===== src/rtl/track_formatter_ctrl.sv =====
// Track packet formatter control: sequences track, hit and end-event words into the output FIFO.
// Optional FMT_WORDCOUNT_EN adds WORD_COUNT, the words written up to and including each end-event word.
module track_formatter_ctrl #(
    parameter int NTRK_WORDS = 2,
    parameter int NHITCH     = 6,
    parameter int SEL_W      = 4,
    parameter int TIMEOUT    = 255
) (
    input  logic              CLOCK,
    input  logic              RESET_N,
    input  logic              TRACK_FIFO_EMPTY,
    output logic              TRACK_FIFO_RE,
    input  logic              EE_FIFO_EMPTY,
    output logic              FIFO_EE_RE,
    output logic [NHITCH-1:0] HITS_FIFO_RE,
    input  logic              OUT_FIFO_FULL,
    output logic              OUT_FIFO_WE,
    output logic              OUT_FIFO_ERROR,
    output logic [SEL_W-1:0]  SEL,
    output logic              EE_OUT,
    output logic              EP_OUT
`ifdef FMT_WORDCOUNT_EN
    ,
    output logic [11:0]       WORD_COUNT
`endif
);

    localparam logic [2:0] ST_IDLE = 3'd0;
    localparam logic [2:0] ST_TRK  = 3'd1;
    localparam logic [2:0] ST_HIT  = 3'd2;
    localparam logic [2:0] ST_EEW  = 3'd3;
    localparam logic [2:0] ST_ERR  = 3'd4;

    logic [2:0]  r_state;
    logic [2:0]  r_slot;
    logic [15:0] r_stall;
    logic        w_active;
    logic        w_wr;
    logic        w_trk_last;
    logic        w_hit_last;

    assign w_active   = (r_state == ST_TRK) || (r_state == ST_HIT) || (r_state == ST_EEW);
    assign w_wr       = w_active && !OUT_FIFO_FULL;
    assign w_trk_last = (r_slot == 3'(NTRK_WORDS - 1));
    assign w_hit_last = (r_slot == 3'(NHITCH - 1));

    always_ff @(posedge CLOCK or negedge RESET_N) begin
        if (!RESET_N) begin
            r_state <= ST_IDLE;
            r_slot  <= '0;
            r_stall <= '0;
        end else if (r_state == ST_IDLE) begin
            r_stall <= '0;
            r_slot  <= '0;
            if (!TRACK_FIFO_EMPTY)
                r_state <= ST_TRK;
            else if (!EE_FIFO_EMPTY)
                r_state <= ST_EEW;
        end else if (w_active) begin
            if (OUT_FIFO_FULL) begin
                // Stall counts the current full cycle, so the TIMEOUT-th consecutive one trips the error.
                r_stall <= r_stall + 16'd1;
                if (r_stall >= 16'(TIMEOUT - 1))
                    r_state <= ST_ERR;
            end else begin
                r_stall <= '0;
                if (r_state == ST_TRK) begin
                    r_slot  <= w_trk_last ? 3'd0 : r_slot + 3'd1;
                    r_state <= w_trk_last ? ST_HIT : ST_TRK;
                end else if (r_state == ST_HIT) begin
                    r_slot  <= w_hit_last ? 3'd0 : r_slot + 3'd1;
                    r_state <= w_hit_last ? ST_IDLE : ST_HIT;
                end else begin
                    r_slot  <= '0;
                    r_state <= ST_IDLE;
                end
            end
        end
    end

    always_comb begin
        SEL = '0;
        case (r_state)
            ST_TRK:  SEL = SEL_W'(r_slot);
            ST_HIT:  SEL = SEL_W'(NTRK_WORDS) + SEL_W'(r_slot);
            ST_EEW:  SEL = SEL_W'(NTRK_WORDS + NHITCH);
            default: SEL = '0;
        endcase
    end

    always_comb begin
        HITS_FIFO_RE = '0;
        for (int unsigned c = 0; c < NHITCH; c++) begin
            if (w_wr && (r_state == ST_HIT) && (r_slot == 3'(c)))
                HITS_FIFO_RE[c] = 1'b1;
        end
    end

    assign OUT_FIFO_WE    = w_wr;
    assign TRACK_FIFO_RE  = w_wr && (r_state == ST_TRK) && w_trk_last;
    assign EP_OUT         = w_wr && (r_state == ST_HIT) && w_hit_last;
    assign EE_OUT         = w_wr && (r_state == ST_EEW);
    assign FIFO_EE_RE     = EE_OUT;
    assign OUT_FIFO_ERROR = (r_state == ST_ERR);

`ifdef FMT_WORDCOUNT_EN
    logic [11:0] r_acc;
    logic [11:0] r_word_count;

    always_ff @(posedge CLOCK or negedge RESET_N) begin
        if (!RESET_N) begin
            r_acc        <= '0;
            r_word_count <= '0;
        end else if (w_wr) begin
            if (r_state == ST_EEW) begin
                r_word_count <= (r_acc == '1) ? '1 : r_acc + 12'd1;
                r_acc        <= '0;
            end else if (r_acc != '1) begin
                r_acc <= r_acc + 12'd1;
            end
        end
    end

    assign WORD_COUNT = r_word_count;
`endif

endmodule


===== config.mk =====
export PLATFORM = sky130hd
export DESIGN_NAME = track_formatter_ctrl
export DESIGN_NICKNAME = d
export VERILOG_FILES = /design/src/rtl/track_formatter_ctrl.sv
export SDC_FILE = /design/constraint.sdc
export NUM_CORES = 1
export LEC_CHECK = 0
export BUFFER_PORTS_ARGS = -buffer_cell sky130_fd_sc_hd__buf_2
export CORE_UTILIZATION = 51
export CTS_CLUSTER_DIAMETER = 120
export DETAILED_ROUTE_END_ITERATION = 7
export PLACE_DENSITY_LB_ADDON = 0.1
export SETUP_SLACK_MARGIN = 0.3
export SYNTH_ARGS = -nofsm -noshare
export SYNTH_HDL_FRONTEND = slang
export SYNTH_SLANG_ARGS = --single-unit

===== constraint.sdc =====
create_clock -name CLOCK -period 2 [get_ports CLOCK]
set_clock_uncertainty 0.05 [all_clocks]
set_input_delay 0.4 -clock CLOCK [delete_from_list [all_inputs] [get_ports CLOCK]]
set_output_delay 0.4 -clock CLOCK [all_outputs]
set_load 0.01 [all_outputs]

==> results.md, run 1 <==
- Vias in the first global route: 1,562
- DR iter-0 viols: between 150 and 200
- Drt wl/cell: 19.8 µm
- Drt drc: 0
- CP Max Fanout: 5
- Max cap viols: 0
- CP Buf/Inv Count: 2
- Final Core Density: 81.7%
- Initial antenna violation count: 0
- FFs w/ async S/R, synth: 100%
- Setup WS pre-CTS: 160 ps
- Number of buffers created by CTS: 3
- Status: complete, no violations
- Most common cell after layout, fill and taps aside: buf_4
- RSZ-0062 raised after global routing: true
- Fmax: 517 MHz
- PwrDens: just under 400 nW/µm²
- Most frequent cells in the layout: buf_4 (41), o21ai_0 (18), buf_2 (18)
- Fin Hold WS: 447 ps
- Final setup fails: 0
- Hpwl dp: 2.84 mm
- Cell-internal power: 686 µW
- Post-Synthesis Cells: 182
- Yosys cell types: 42
- Gr ovfl total: 0
- Diodes inserted: 0
- Vias per cell: 6.69
- CTS sink cnt: 22
- DR vias: ~1,800
- Top Family by Delay on Critical Path: flip-flops
- Max-slew violations: 0
- Top Ports: 21
- Clock Latency Late Sink: roughly 320 ps
- Post-synth top area share: 37.1%
- Area Overhead vs Synth: 52.0%
- Switch Pwr: 207 µW
- Fin worst setup slack: approximately 64 ps
- Sw Share: 23.2%
- Reg power frac: 51.4%
- Top_reg_cell synth: dfrtp_1
- DRT Pass-1 Iters: 6
- CTS Buffer Depth: 2
- H-tree Lvls: 1
- Crit path cell chain: nor2b_4, nand2_4, buf_4, nor2_2, buf_2
- Crit path DAT: around 1500 ps
- Post-synth EDFFs: 0
- Global-route wire length before repair: 7.49 mm
- Hold Crit Start: EE_FIFO_EMPTY
- Slowest-stage cell, CP: dfrtp_1
- Final period utilization: 96.8%
- Core box area: 2760 µm²
- Syn_area_per_cell: approximately 8.1 µm²
- Die Area: 3130 µm²
- Synth area leaders: dfrtp_1 (37%), o21ai_0 (6.1%), nand2_1 (4.3%)
- Worst Tran Pin Value: 538 ps
- Critical Path Sink Type: primary output
- Post-DP Area: 1640 µm²
- Maximum VDD drop: 0.000439 V
- Register bit total from synthesis: 22
- Final Power: 894 µW
- Syn Nets: 191
- Post-synth top area cell: dfrtp_1
- Post-route cell area: 2250 µm²
- Critical Path Start Type: flop
- Mapped cell area: 1480 µm²
- Total GRT Usage: 30.9%
- Min Clock Period, post-route: 1940 ps
- Post-DRT Antenna Nets: 0
- Beginning of the critical path: r_state[1]$_DFFE_PN0P_
- Reg-to-Reg Start: r_state[0]$_DFFE_PN0P_
- Synthesis Warnings: 0
- Clock Power Share: about two fifths
- Worst path max stage delay: between 400 and 500 ps
- Hold Path Class: in -> reg
- CTS tree: built
- Register area share after synthesis: 37.1%
- Rows: 19
- GPL Wtd Cong: 0.896
- Worst slew margin: 63.2%
- Net count, final: 250
- WS Path Type: reg -> out
- WP data required: roughly 1600 ps
- Die width: 55.9 µm
- Layout cells sized above 1: 50.0%
- Initial Util: 53.8%
- Largest net degree at the start of global routing: 23
- Die Y: 55.9 µm
- Power share of the combinational group: around 8.5%
- Drt total wl: about 5.4 mm
- LEAKAGE: 0.947 nW
- CTS root buffer: clkbuf_4
- Clock transition at path regs: around 140 ps
- Final Hold Vio Count: 0
- PortBufs: 20
-- synth_stat cells, types with 2 or more instances --
cell type  instances
or2_2              2
nor2_1            16
buf_4              2
nor4b_1            2
clkbuf_1          12
a21oi_1           11
nand2b_1           3
o21ai_0           18
a31oi_1            3
and2_1             2
nand2_1           17
nor3_1             5
xnor2_1            2
nand3_2            2
nand3b_1           2
dfrtp_1           22
and3_1             3
nor4_1             3
nor2b_1            3
inv_1              6
nand4_1            4
nand3_1            7
o31ai_1            7
o41ai_1            2
o211ai_1           2
or4_1              3
o311ai_0           3
ha_1               4
-- stage by stage --
stage	std cells	TNS [ps]
final	271	0
after CTS	257	0
after floorplan	182	0
after global routing	271	-0.00933
after detailed placement	226	0
after global placement	226	0
-- routing by layer --
layer | vias to the layer above | track usage [%] | wire [µm]
met4 | 0 | 13.2 | 204
met1 | 861 | 42.0 | 2030
met5 | - | 0 | 0
li1 | 794 | - | -
met3 | 28 | 4.88 | 502
met2 | 129 | 49.2 | 2630
-- repair_timing --
item,CTS,global route
setup buffers,25,14
setup endpoints to repair,24,29
endpoints found under the hold margin,16,0
hold buffers,1,0
cloned,1,0
gates resized for setup,26,35
pin swaps,7,6
-- area by class of cell --
class,count,area [µm²]
timing repair buffer,69,518
tap,31,38.8
fill,148,504
sequential,22,563
multi-input combinational,139,1050
inverter,6,26.3
clock buffer,3,22.5
clock inverter,1,30.0
-- logic make-up after synthesis --
kind of cell | after synthesis | synth area share, %
xor gates and xnor gates | 2 | 1.18
and+or+nand+nor | 78 | 28.3
buffers and inverters | 21 | 5.91
adders and majority gates | 4 | 3.38
DFF | 22 | 37.1
AOI/OAI and AO/OA | 55 | 24.1
-- final timing paths --
path	cells past startpoint	slack, ps	end
min in group asynchronous	2	520	r_state[0]$_DFFE_PN0P_
worst min register to register	1	490	r_stall[5]$_DFFE_PN0P_
worst max register to register	5	150	r_stall[8]$_DFFE_PN0P_
worst max-delay path	5	60	HITS_FIFO_RE[1]
max in group asynchronous	2	990	r_stall[10]$_DFFE_PN0P_
worst min-delay path	3	450	r_state[1]$_DFFE_PN0P_
-- power by group through the flow --
| stage | sequential [mW] | combinational [mW] | clock (mW) |
|---|---|---|---|
| after floorplan | 0.462 | 0.0283 | 0 |
| after global placement | 0.467 | 0.0435 | 0 |
| after detailed placement | 0.468 | 0.0451 | 0 |
| after CTS | 0.457 | 0.0627 | 0.361 |
| after global routing | 0.460 | 0.0827 | 0.382 |
| final | 0.459 | 0.0759 | 0.359 |
-- flip-flops by register name (all words and copies together) (netlist names) --
name	count
r_state	3
r_slot	3
r_stall	16
-- tightest hold or removal path: cells and delay by family --
family,cells,cell delay [ps]
buffers and inverters,1,110
AO/OA/AOI/OAI,2,280
Power figures use the tool's default switching activity.
==> run 2: changes to the inputs <==
==> constraint.sdc (replaced) <==
create_clock -name CLOCK -period 2 [get_ports CLOCK]
set_clock_uncertainty 0.05 [all_clocks]
set_input_delay 0 -clock CLOCK [delete_from_list [all_inputs] [get_ports CLOCK]]
set_output_delay 0 -clock CLOCK [all_outputs]
set_load 0.01 [all_outputs]
==> run 2 against run 1 <==
  * Global-route usage decreased by 6.2 points
  * Wire length is 24% lower
  * Critical path depth shrank 1
  * Hold slack worse by 420 ps
  * Via count down 14%
  * Count of clock-buffer cells in the layout increased by 1
  * Fmax up 4.7%
  * Sequential power is essentially flat
  * Non-clock buffer count fell by 25
  * Die area unchanged
  * Combinational power decreased by 25%
  * Register-to-register slack hardly changed
  * Critical endpoint is now r_stall[12]$_DFFE_PN0P_
==> results.md, run 2 (synthesis results as in run 1) <==
- Die width: 55.9 µm (unchanged)
- Post-DRT Antenna Nets: 0 (unchanged)
- RSZ-0062 raised after global routing: true (unchanged)
- Vias in the first global route: 1,338 (was 1,562)
- Net count, final: 225 (was 250)
- WP data required: 2150 ps (was 1550 ps)
- Fin worst setup slack: 150 ps (was 64.4 ps)
- Crit path cell chain: nand3_2, or4_4, o311ai_0, o41ai_1 (was nor2b_4, nand2_4, buf_4, nor2_2, buf_2)
- Crit path DAT: 2000 ps (was 1490 ps)
- CTS tree: built (unchanged)
- Min Clock Period, post-route: 1850 ps (was 1940 ps)
- Largest register FFs: 16 (unchanged)
- DR iter-0 viols: 130 (was 174)
- Layout cells sized above 1: 32.1% (was 50.0%)
- Critical Path Start Type: flop (unchanged)
- Biggest register: r_stall (unchanged)
- Number of buffers created by CTS: 3 (unchanged)
- Initial Util: 53.8% (unchanged)
- Slowest-stage cell, CP: or4_4 (was dfrtp_1)
- Clock Latency Late Sink: 330 ps (was 320 ps)
- Setup Total Neg Slack: 0 ps (unchanged)
- PortBufs: 20 (unchanged)
- Post-route cell area: 1850 µm² (was 2250 µm²)
- CTS sink cnt: 22 (unchanged)
- Max cap viols: 0 (unchanged)
- Status: complete, no violations (unchanged)
- Rows: 19 (unchanged)
- CTS Buffer Depth: 2 (unchanged)
- Area Overhead vs Synth: 25.0% (was 52.0%)
- Final setup fails: 0 (unchanged)
- Gr ovfl total: 0 (unchanged)
- Largest net degree at the start of global routing: 23 (unchanged)
- Final Core Density: 67.2% (was 81.7%)
- H-tree Lvls: 1 (unchanged)
- Drt drc: 0 (unchanged)
- Final Hold Vio Count: 0 (unchanged)
- Vias per cell: 6.37 (was 6.69)
- Worst slew margin: 66.2% (was 63.2%)
- Final Power: 767 µW (was 894 µW)
- Clock transition at path regs: 140 ps (about the same)
- Core box area: 2760 µm² (unchanged)
- WS Path Type: reg -> reg (was reg -> out)
- Setup WS pre-CTS: 157 ps (was 160 ps)
- Die Y: 55.9 µm (unchanged)
- Hpwl dp: 2.61 mm (was 2.84 mm)
- Drt wl/cell: 16.6 µm (was 19.8 µm)
- GPL Wtd Cong: 0.982 (was 0.896)
- DR vias: 1,567 (was 1,812)
- Post-DP Area: 1620 µm² (was 1640 µm²)
- Global-route wire length before repair: 6.16 mm (was 7.49 mm)
- Max-slew violations: 0 (unchanged)
- Most frequent cells in the layout: buf_2 (20), buf_4 (20), o21ai_0 (17), dfrtp_1 (17), nand2_1 (16) (was buf_4 (41), o21ai_0 (18), buf_2 (18))
- Biggest registers after layout: r_stall: 16 flops, r_slot: 3 flops, r_state: 3 flops (unchanged)
- Top Family by Delay on Critical Path: simple AND/OR/NAND/NOR gates (was flip-flops)
- Initial antenna violation count: 0 (unchanged)
- Diodes inserted: 0 (unchanged)
- DRT Pass-1 Iters: 4 (was 6)
- Total GRT Usage: 24.8% (was 30.9%)
- Top Ports: 21 (unchanged)
- CTS root buffer: clkbuf_4 (unchanged)
- Worst Tran Pin Value: 503 ps (was 538 ps)
- Die Area: 3130 µm² (unchanged)
- Worst path max stage delay: 580 ps (was 450 ps)
- Final period utilization: 92.5% (was 96.8%)
- Fill count: 234 (was 148)
- Hold Path Class: in -> reg (unchanged)
- PwrDens: 414 nW/µm² (was 397 nW/µm²)
- Drt total wl: 4.07 mm (was 5.36 mm)
- Critical Path Sink Type: flop (was primary output)
- CP Buf/Inv Count: 0 (was 2)
- CP Max Fanout: 6 (was 5)
- Fmax: 541 MHz (was 517 MHz)
- Maximum VDD drop: 0.000516 V (was 0.000439 V)
- LEAKAGE: 0.783 nW (was 0.947 nW)
==> run 2: cell types whose count changed in the layout (fill, tap and decap cells not counted), sizes merged <==
cell          delta
buf             -26
dlymetal6s2s     +1
bufinv           -1
clkbuf           +1
==> run 2: final timing paths <==
check                                  startpoint                       to  slack (ps)  depth (start not counted)
min                                 EE_FIFO_EMPTY   r_state[1]$_DFFE_PN0P_          30                          3
min in group asynchronous                 RESET_N   r_state[0]$_DFFE_PN0P_         110                          2
max                        r_stall[3]$_DFFE_PN0P_  r_stall[12]$_DFFE_PN0P_         150                          4
max reg2reg                r_stall[3]$_DFFE_PN0P_  r_stall[12]$_DFFE_PN0P_         150                          4
max in group asynchronous                 RESET_N  r_stall[10]$_DFFE_PN0P_        1400                          2
min reg2reg                r_stall[5]$_DFFE_PN0P_   r_stall[5]$_DFFE_PN0P_         490                          1
==> run 2: per-stage QoR <==
| stage | instances | hold slack, ps |
|---|---|---|
| after global routing | 246 | 25.9 |
| after detailed placement | 226 | -49.7 |
| after CTS | 236 | 38.6 |
| after global placement | 226 | -53.8 |
| final | 246 | 28.2 |
| after floorplan | 182 | -346 |
==> run 2: worst min-delay path, cell delays in order <==
cell and delay [ps]:
buf_2 110, o32ai_1 110, a22o_1 160
==> run 2: repair_timing <==
item	in CTS	in global routing
setup endpoints to repair	15	13
cloned	0	0
hold buffers	1	0
setup buffers	5	10
pin swaps	0	1
endpoints found under the hold margin	22	0
resized for setup	6	17
==> run 2: per-layer routing <==
metal | wire [µm] | vias up | global-route usage [%] | share of wire, %
met4 | 61 | 0 | 5.23 | 1.5
met2 | 1920 | 61 | 36.7 | 47
met1 | 1820 | 745 | 37.5 | 45
met5 | 0 | - | 0 | 0
li1 | - | 751 | - | -
met3 | 264 | 10 | 5.35 | 6.5
==> run 2: power breakdown <==
group,switching [mW],internal (mW),leakage (nW)
clock network,0.143,0.111,0.0210
logic,0.0343,0.0224,0.504
registers,0.00610,0.450,0.258
==> run 2: area by class of cell <==
cell class	instances	area [µm²]	area share, %
clock buffers	4	36.3	1.96
inverters	6	26.3	1.42
multi-input cells	139	900	48.5
flip-flops and latches	22	557	30.0
well taps	31	38.8	2.09
repair buffers	44	295	15.9
